**src/rtl/ca_pkg.sv**
```systemverilog
// Shared types and sizing helpers for the cellular-automaton rule engine.
package ca_pkg;

  typedef enum logic {
    IDLE = 1'b0,
    RUN  = 1'b1
  } state_t;

  // Neighbourhood size for a given radius.
  function automatic int k_of(input int radius);
    return 2 * radius + 1;
  endfunction

  // Rule table size: one output bit per neighbourhood pattern.
  function automatic int tbl_of(input int radius);
    return 1 << k_of(radius);
  endfunction

endpackage

```
**src/rtl/ca_next_gen.sv**
```systemverilog
// Combinational next-generation function: applies the rule to every cell at once.
module ca_next_gen
  import ca_pkg::*;
#(
  parameter int WIDTH  = 16,
  parameter int RADIUS = 1
) (
  input  logic [WIDTH-1:0]          state,
  input  logic [tbl_of(RADIUS)-1:0] rule,
  input  logic                      wrap,
  output logic [WIDTH-1:0]          next_state
);

  localparam int K   = k_of(RADIUS);
  localparam int TBL = tbl_of(RADIUS);

  // The rule is stored MSB-first, so flip it once to index it directly by pattern.
  logic [TBL-1:0] rule_rev;

  for (genvar n = 0; n < TBL; n++) begin : g_rev
    assign rule_rev[n] = rule[TBL-1-n];
  end

  for (genvar i = 0; i < WIDTH; i++) begin : g_cell
    logic [K-1:0] nb;

    // Tap j=0 is the leftmost (highest-index) neighbour and lands in the MSB.
    for (genvar j = 0; j < K; j++) begin : g_tap
      localparam int POS  = i + RADIUS - j;
      localparam int MODP = ((POS % WIDTH) + WIDTH) % WIDTH;
      if (POS >= 0 && POS < WIDTH) begin : g_in
        assign nb[K-1-j] = state[POS];
      end else begin : g_edge
        assign nb[K-1-j] = wrap & state[MODP];
      end
    end

    assign next_state[i] = rule_rev[nb];
  end

endmodule

```
**src/rtl/ca_rule_engine.sv**
```systemverilog
// Run-time loadable elementary CA engine: iterates a rule for a configured
// number of generations and streams each one over a valid/ready handshake.
module ca_rule_engine
  import ca_pkg::*;
#(
  parameter int WIDTH  = 16,
  parameter int RADIUS = 1,
  parameter int CNT_W  = 8
) (
  input  logic                      clk,
  input  logic                      rst,
  input  logic                      cfg_valid,
  output logic                      cfg_ready,
  input  logic [tbl_of(RADIUS)-1:0] cfg_rule,
  input  logic [WIDTH-1:0]          cfg_seed,
  input  logic [CNT_W-1:0]          cfg_steps,
  input  logic                      cfg_wrap,
  input  logic                      abort,
  output logic                      out_valid,
  input  logic                      out_ready,
  output logic [WIDTH-1:0]          out_state,
  output logic [CNT_W-1:0]          out_gen,
  output logic                      out_last,
  output logic                      busy
);

  localparam int TBL = tbl_of(RADIUS);

  state_t           state, state_nx;
  logic [TBL-1:0]   rule_q;
  logic [CNT_W-1:0] steps_q;
  logic             wrap_q;
  logic [WIDTH-1:0] next_state;
  logic [CNT_W-1:0] gen_inc;
  logic             accept, advance;

  ca_next_gen #(
    .WIDTH (WIDTH),
    .RADIUS(RADIUS)
  ) u_next_gen (
    .state     (out_state),
    .rule      (rule_q),
    .wrap      (wrap_q),
    .next_state(next_state)
  );

  assign gen_inc   = out_gen + 1'b1;
  assign busy      = (state == RUN);
  assign cfg_ready = (state == IDLE);

  // NOTE: every output of this block gets a default first, so no path can infer a latch.
  always_comb begin
    state_nx = state;
    accept   = 1'b0;
    advance  = 1'b0;
    case (state)
      IDLE: begin
        if (cfg_valid) begin
          accept   = 1'b1;
          state_nx = RUN;
        end
      end
      RUN: begin
        // abort wins over a handshake landing in the same cycle.
        if (abort) begin
          state_nx = IDLE;
        end else if (out_valid && out_ready) begin
          if (out_last) state_nx = IDLE;
          else          advance  = 1'b1;
        end
      end
      default: state_nx = IDLE;
    endcase
  end

  // NOTE: sequential state uses non-blocking assignments so all registers update together.
  always_ff @(posedge clk or posedge rst) begin
    if (rst) state <= IDLE;
    else     state <= state_nx;
  end

  always_ff @(posedge clk or posedge rst) begin
    if (rst) begin
      rule_q    <= '0;
      steps_q   <= '0;
      wrap_q    <= 1'b0;
      out_state <= '0;
      out_gen   <= '0;
      out_valid <= 1'b0;
      out_last  <= 1'b0;
    end else begin
      out_valid <= (state_nx == RUN);
      if (accept) begin
        rule_q    <= cfg_rule;
        steps_q   <= cfg_steps;
        wrap_q    <= cfg_wrap;
        out_state <= cfg_seed;
        out_gen   <= '0;
        out_last  <= (cfg_steps == '0);
      end else if (advance) begin
        // gen never exceeds steps, so gen_inc cannot overflow here.
        out_state <= next_state;
        out_gen   <= gen_inc;
        out_last  <= (gen_inc == steps_q);
      end
    end
  end

endmodule

```
**config.mk**
```make
export PLATFORM = sky130hd
export DESIGN_NAME = ca_rule_engine
export DESIGN_NICKNAME = d
export VERILOG_FILES = /design/src/rtl/ca_pkg.sv /design/src/rtl/ca_next_gen.sv /design/src/rtl/ca_rule_engine.sv
export SDC_FILE = /design/constraint.sdc
export NUM_CORES = 1
export LEC_CHECK = 0
export BUFFER_PORTS_ARGS = -buffer_cell sky130_fd_sc_hd__buf_2
export CAP_MARGIN = 0
export CORE_ASPECT_RATIO = 1.75
export CORE_MARGIN = 2
export CORE_UTILIZATION = 50
export CTS_BUF_LIST = sky130_fd_sc_hd__clkbuf_2
export CTS_CLUSTER_SIZE = 30
export DETAILED_ROUTE_END_ITERATION = 6
export GPL_ROUTABILITY_DRIVEN = 0
export PLACE_DENSITY = 0.83
export SKIP_CTS_REPAIR_TIMING = 1
export SLEW_MARGIN = 10
export SYNTH_ARGS = -nofsm -noshare
export SYNTH_HDL_FRONTEND = slang
export SYNTH_SLANG_ARGS = --single-unit
```
**constraint.sdc**
```tcl
create_clock -name clk -period 1.6 [get_ports clk]
set_clock_uncertainty 0.05 [all_clocks]
set_input_delay 0.08 -clock clk [delete_from_list [all_inputs] [get_ports clk]]
set_output_delay 0.08 -clock clk [all_outputs]
set_load 0.05 [all_outputs]
```
==> results of run 1 <==
-- power by group --
group          switching, mW  internal (mW)  total (mW)
logic                   2.09           1.76        3.86
clock network          0.416          0.105       0.521
registers              0.503           1.35        1.85
-- final cells by class --
type	count	area, um^2
well taps	80	100.1
clock buffers	6	30.03
fillers	365	1339
multi-input cells	288	2180
flip-flops and latches	43	1110
inverters	9	38.79
clock inverters	2	7.507
repair buffers	189	1424
-- path summary, 6_finish.rpt --
path / to / cells after the start / slack, ns / startpoint
setup / recovery: out_state[15] / 7 / -0.19 / out_valid
min in group clk: out_state[5] / 3 / 0.24 / cfg_seed[5]
max in group asynchronous: out_state[9] / 4 / 0.83 / rst
hold / removal: out_valid / 3 / 0.04 / rst
hold reg to reg: steps_q[0] / 2 / 0.49 / steps_q[0]
setup reg to reg: out_state[15] / 7 / -0.19 / out_valid
-- metal layers --
metal / global-route usage, % / vias up / wire [um]
li1: - / 1700 / -
met1: 30.46 / 1888 / 4349
met2: 51.18 / 310 / 6557
met3: 3.858 / 119 / 1031
met4: 16.87 / 0 / 1136
met5: 0 / - / 0
-- kinds of logic (layout without fill, tap and decap cells) --
kind of cell / after synthesis / in the layout / synth area share [%]
simple gates: 125 / 128 / 18.43
flops: 43 / 43 / 33.31
fa+ha+maj: 1 / 1 / 0.3872
mux: 40 / 40 / 18.78
compound gates: 111 / 111 / 20.91
buf+inv: 47 / 206 / 6.003
xor+xnor: 8 / 8 / 2.169
-- metrics by stage --
stage	power (mW)	util (%)	hold slack (ns)	instances	cell area [um^2]
2_1_floorplan	4.004	-	0.1210	375	3372
3_3_place_gp	4.730	64.18	0.06639	536	3998
3_5_place_dp	4.842	64.18	0.07491	536	3998
4_1_cts	5.319	64.79	-0.4433	544	4035
5_1_grt	6.466	78.51	0.08664	617	4890
6_report	6.225	78.51	0.03555	617	4890
-- tightest hold or removal path: stages --
cell           delay [ns]
dlygate4sd3_1        0.53
buf_2                0.12
clkinv_1             0.36
-- state kept, by name (all words and copies together) (netlist names) --
| register | cells |
|---|---|
| rule_q | 8 |
| out_gen | 8 |
| wrap_q | 1 |
| out_valid | 1 |
| out_state | 16 |
| steps_q | 8 |
| out_last | 1 |
-- cell usage in the layout (no fill, tap or decap), types with 3 or more instances in the layout --
cell / Yosys / final
and2_1: 3 / 3
o21ai_1: 1 / 8
o211ai_1: 3 / 3
o21bai_1: 5 / 5
buf_6: 1 / 14
o21ai_0: 32 / 21
dfrtp_2: 0 / 27
nor2_1: 11 / 9
o22ai_1: 7 / 6
dlygate4sd3_1: 0 / 37
buf_2: 5 / 65
a31oi_1: 5 / 5
inv_1: 8 / 7
clkbuf_2: 0 / 7
dfrtp_1: 43 / 16
and3_4: 0 / 5
or4b_4: 1 / 4
o31ai_1: 7 / 5
nor3_1: 5 / 5
o21ai_2: 0 / 4
a21o_1: 3 / 3
mux2_2: 5 / 5
mux2i_1: 19 / 18
xnor2_1: 4 / 4
nand4_1: 3 / 3
a211oi_1: 4 / 3
mux4_2: 16 / 16
xor2_1: 4 / 4
a21oi_1: 31 / 21
buf_4: 1 / 69
a21oi_2: 0 / 10
nand2b_1: 8 / 8
nand2_1: 68 / 67
clkinv_1: 0 / 3
nand3_1: 9 / 7
==> summary.md, run 1 <==
| Metric | Value |
|---|---|
| Clock-pin slew reported for the worst setup and hold paths after clock tree synthesis | `0.30 ns` |
| Proportion of synthesized flip-flops having asynchronous set or reset | `100.0%` |
| Fraction of layout cells with a size suffix above 1 | `46.18%` |
| TNS Setup | `-2.489 ns` |
| Top cells by area, synth | `dfrtp_1 (33%), mux4_2 (11%), nand2_1 (7.9%)` |
| Maximum clock rate | `557.2 MHz` |
| Growth of design area from synthesis to finish | `51.36%` |
| Run status | `finished, violations left` |
| Placement-stage worst setup slack | `-0.1323 ns` |
| Number of I/O port buffers | `65` |
| Total wirelength of the detailed-routed design | `13080 um` |
| Delay of the slowest cell on the worst path | `0.47 ns` |
| Residual overflow from global routing | `0` |
| Max-slew violation count | `0` |
| Antenna violations before repair | `0` |
| Syn Area/Cell | `8.615 um^2` |
| Worst setup path class | `reg2reg` |
| Pin count of the biggest net entering global routing | `28` |
| Setup repair after global routing missed its margin | `true` |
| Sort of element at the start of the critical path | `flop` |
| Warnings, synthesis | `0` |
| Number of nets in the synthesized netlist | `414` |
| Top post-synthesis cells by count | `nand2_1 (68), dfrtp_1 (43), o21ai_0 (32), a21oi_1 (31), clkbuf_1 (29)` |
| Total routing resource utilization after global routing | `28.11%` |
| Net count, final | `575` |
| Dominant synthesized flop cell | `dfrtp_1` |
| Relative slew margins | `53.75%` |
| Chip Width | `64.76 um` |
| Worst min-delay path class | `in2async` |
| Worst path bufs/invs | `3` |
| Library cell with the largest summed area after synthesis | `dfrtp_1` |
| Number of DRC markers after the initial detailed-route iteration | `468` |
| Power density relative to cell area | `1273 nW/um^2` |
| Ratio of final minimum period to clock period | `112.2%` |
| Synth Instances | `375` |
| Cell at the slowest stage of the critical path | `dfrtp_2` |
| Worst setup slack after layout | `-0.1946 ns` |
| Standard-cell rows | `38` |
| Most numerous cell in the Yosys netlist | `nand2_1` |
| Routed WL per cell | `21.19 um` |
| Count of antenna-violating nets left after detailed routing | `0` |
| Gate family responsible for the most delay along the worst path | `compound AO/OA/AOI/OAI gates` |
| Clock net sink count | `43` |
| Core footprint | `6228 um^2` |
| CP Data Required Time | `1.99 ns` |
| Via count | `4017` |
| Number of remaining DRC errors | `0` |
| Root buffer cell | `clkbuf_2` |
| Cell Chain, Critical Path | `clkinv_4 > buf_4 > nor4b_4 > buf_6 > o21ai_2 > a311o_1 > a21oi_1` |
| Starting density of the core | `51.87%` |
| Hold Fails Final Rpt | `0` |
| Fraction of synthesized cell area taken by the top area cell type | `33.31%` |
| Leakage power total | `2.220 nW` |
| Failing checks | `setup timing` |
| Post-Syn Area | `3231 um^2` |
| Cell variety after synth | `50` |
| Number of diodes | `0` |
| Number of H-tree levels | `2` |
| Ports placed on the boundary | `66` |
| Global-route wire length before repair | `15620 um` |
| CTS tree | `built` |
| Number of setup violations in the final report | `24` |
| Maximum vdd ir drop | `0.0008425 V` |
| Via count normalized by instance count | `6.511` |
| Number of iterations in the first detailed-routing pass | `5` |
| Sequential-to-total area share from yosys stat | `33.31%` |
| Critical path data arrival time | `2.18 ns` |
| Via count of the first global-routing pass | `3441` |
| Post-synth EDFFs | `0` |
| Crit path time final | `1.795 ns` |
| DP Wirelength | `7149 um` |
| Die Span Y | `110.3 um` |
| Clock latency of the later-clocked register in the worst-skew pair | `0.50 ns` |
| CP Max Fanout | `7` |
| Floorplan die area | `7145 um^2` |
| Synthesis-stage register bit count | `43` |
| Max-capacitance violation count | `0` |
| Clock buffer depth | `2` |
| Worst slew pin tran | `0.6895 ns` |
| Clock buffers created by TritonCTS | `5` |
| Nature of the critical path endpoint | `flop` |
No activity file was read; power rests on OpenSTA's default activity.
==> inputs of run 2 (changes only) <==
- CELL_PAD_IN_SITES_DETAIL_PLACEMENT: not set -> 0
- CELL_PAD_IN_SITES_GLOBAL_PLACEMENT: not set -> 1
- CORE_UTILIZATION: 50 -> 38
- PLACE_DENSITY: 0.83 -> 0.84
- RECOVER_POWER: not set -> 25
==> run 2 against run 1 <==
Net effect: clock-buffer cell count decreased by 1; highest routed layer unchanged; the run still ends with setup timing left; die area is 30% higher; utilization is 19 points lower; sequential share of layout area barely moved; register-to-register slack improved by 0.09 ns; setup slack gained 0.092 ns; sequential power is 3% lower; combinational power fell by 6.7%; final cell count is 1.5% higher; wire length shrank 17%; clock power is 7.5% higher; critical path depth decreased by 3.
==> summary.md, run 2 (synthesis results as in run 1) <==
| Metric | Value |
|---|---|
| Clock share of power | `9.4%` |
| Run status | `finished, violations left` |
| Starting density of the core | `39.12%` |
| Number of remaining DRC errors | `0` |
| Maximum clock rate | `587.5 MHz` |
| Final instance area | `4886 um^2` |
| Power density relative to cell area | `1218 nW/um^2` |
| Via count of the first global-routing pass | `3238` |
| Launch instance of the worst min-delay path | `cfg_valid` |
| Number of placed instances with taps included | `553` |
| Clock-pin slew reported for the worst setup and hold paths after clock tree synthesis | `0.28 ns` |
| Critical path data arrival time | `2.03 ns` |
| Core footprint | `8258 um^2` |
| Nature of the critical path endpoint | `flop` |
| Net Sw Power | `2.790 mW` |
| Count of antenna-violating nets left after detailed routing | `0` |
| DP Wirelength | `7189 um` |
| Leakage power total | `2.209 nW` |
| Sw frac | `46.87%` |
| Fraction of layout cells with a size suffix above 1 | `46.63%` |
| Floorplan die area | `9284 um^2` |
| Capture endpoint of the worst hold path | `out_valid` |
| Number of H-tree levels | `2` |
| Clock buffers created by TritonCTS | `5` |
| Antenna violations before repair | `0` |
| Number of diodes | `0` |
| Number of DRC markers after the initial detailed-route iteration | `270` |
| Endpoint of the worst register-to-register path | `out_state[12]` |
| Worst min-delay path class | `in2reg` |
| Number of fill cells in the layout | `725` |
| CTS tree | `built` |
| Worst hold slack | `0.03773 ns` |
| Standard-cell rows | `44` |
| Worst setup path class | `reg2reg` |
| Top register by number of flip-flops | `out_state` |
| Via count | `3612` |
| Max-capacitance violation count | `0` |
| Sort of element at the start of the critical path | `flop` |
| Growth of design area from synthesis to finish | `51.24%` |
| Reg-to-reg critical path startpoint | `out_last` |
| Placement-stage worst setup slack | `-0.1308 ns` |
| Post-Route Utilization | `59.17%` |
| Total wirelength of the detailed-routed design | `10910 um` |
| Number of I/O port buffers | `65` |
| Layout Cells excl Fill | `626` |
| Number of iterations in the first detailed-routing pass | `4` |
| Logic depth of the worst register-to-register path | `4` |
| Clock net sink count | `43` |
| Sequential power share | `30.1%` |
| Routed WL per cell | `17.43 um` |
| Maximum vdd ir drop | `0.0007172 V` |
| Setup repair after global routing missed its margin | `true` |
| Ports placed on the boundary | `66` |
| CP Data Required Time | `1.93 ns` |
| Residual overflow from global routing | `0` |
| Internal power summed over all cells | `3.162 mW` |
| Flip-flop count of the largest register after layout | `16` |
| Number of setup violations in the final report | `20` |
| CP Max Fanout | `11` |
| Max-slew violation count | `0` |
| Global-route wire length before repair | `15750 um` |
| Part of the total power dissipated in combinational logic | `60.5%` |
| Worst slew pin tran | `1.139 ns` |
| Most common library cell in the layout ignoring fill and taps | `buf_4` |
| Worst reg-to-reg setup slack | `-0.10 ns` |
| Relative slew margins | `24.09%` |
| Net count, final | `572` |
| Clock latency of the later-clocked register in the worst-skew pair | `0.48 ns` |
| Ratio of final minimum period to clock period | `106.4%` |
| Hold Fails Final Rpt | `0` |
| Worst setup slack after layout | `-0.1021 ns` |
| Hold Crit Depth | `3` |
| Total routing resource utilization after global routing | `21.73%` |
| Instance area at placement | `4088 um^2` |
| Clock buffer depth | `2` |
| Top library cells by usage in the layout, fill and taps aside | `buf_4 (75), nand2_1 (68), buf_2 (64), dlygate4sd3_1 (36), dfrtp_2 (27)` |
| Chip Width | `73.70 um` |
| Die Span Y | `126.0 um` |
| Root buffer cell | `clkbuf_2` |
| Via count normalized by instance count | `5.770` |
| Failing checks | `setup timing` |
| Crit path time final | `1.702 ns` |
| Pin count of the biggest net entering global routing | `44` |
-- run 2: cell count changes in the layout (fill, tap and decap cells not counted), sizes merged --
cell and change:
clkinv -3, clkinvlp +2, inv +2, buf -1
clkbuf -1, dlygate4sd3 -1, or4b -1
-- run 2: worst max-delay path, stage by stage, from the launching register on --
cell and delay (ns):
dfrtp_2 0.50, buf_4 0.14, or4b_4 0.60, o22ai_2 0.20, o21ai_0 0.09
-- run 2: layout make-up --
type / instances / area [um^2] / area share [%]
inverter: 9 / 38.79 / 0.7939
multi-input combinational: 287 / 2172 / 44.46
clock inverter: 3 / 23.77 / 0.4866
tap: 92 / 115.1 / 2.356
clock buffer: 5 / 25.02 / 0.5122
sequential: 43 / 1110 / 22.71
timing repair buffer: 187 / 1401 / 28.68
-- run 2: power by group through the flow --
stage / logic (mW) / clock network (mW) / registers [mW]
after global placement: 3.01 / 0 / 1.82
after detailed placement: 3.06 / 0 / 1.84
after global routing: 3.85 / 0.594 / 1.84
after CTS: 3.07 / 0.557 / 1.81
after floorplan: 1.91 / 0 / 2.10
final: 3.60 / 0.560 / 1.79
-- run 2: stage by stage --
step           setup TNS (ns)  power (mW)
4_1_cts                -2.071       5.442
3_5_place_dp           -1.172       4.900
3_3_place_gp          -0.6434       4.830
5_1_grt                -2.044       6.283
2_1_floorplan          -3.542       4.004
6_report               -1.226       5.951
-- run 2: worst max path at each step --
stage	from	to	slack [ns]	depth (start not counted)
after global routing	out_valid	out_state[4]	-0.15	9
after floorplan	out_valid	out_state[10]	-0.22	6
after global placement	out_last	out_gen[5]	-0.12	5
after CTS	out_last	out_gen[5]	-0.17	5
after detailed placement	out_last	out_gen[5]	-0.13	5
final	out_last	out_state[12]	-0.10	4
-- run 2: layer usage --
| layer | wire (um) | track usage [%] |
|---|---|---|
| met1 | 3996 | 25.22 |
| met3 | 463 | 2.400 |
| met5 | 0 | 0 |
| met2 | 5966 | 38.60 |
| met4 | 484 | 9.947 |
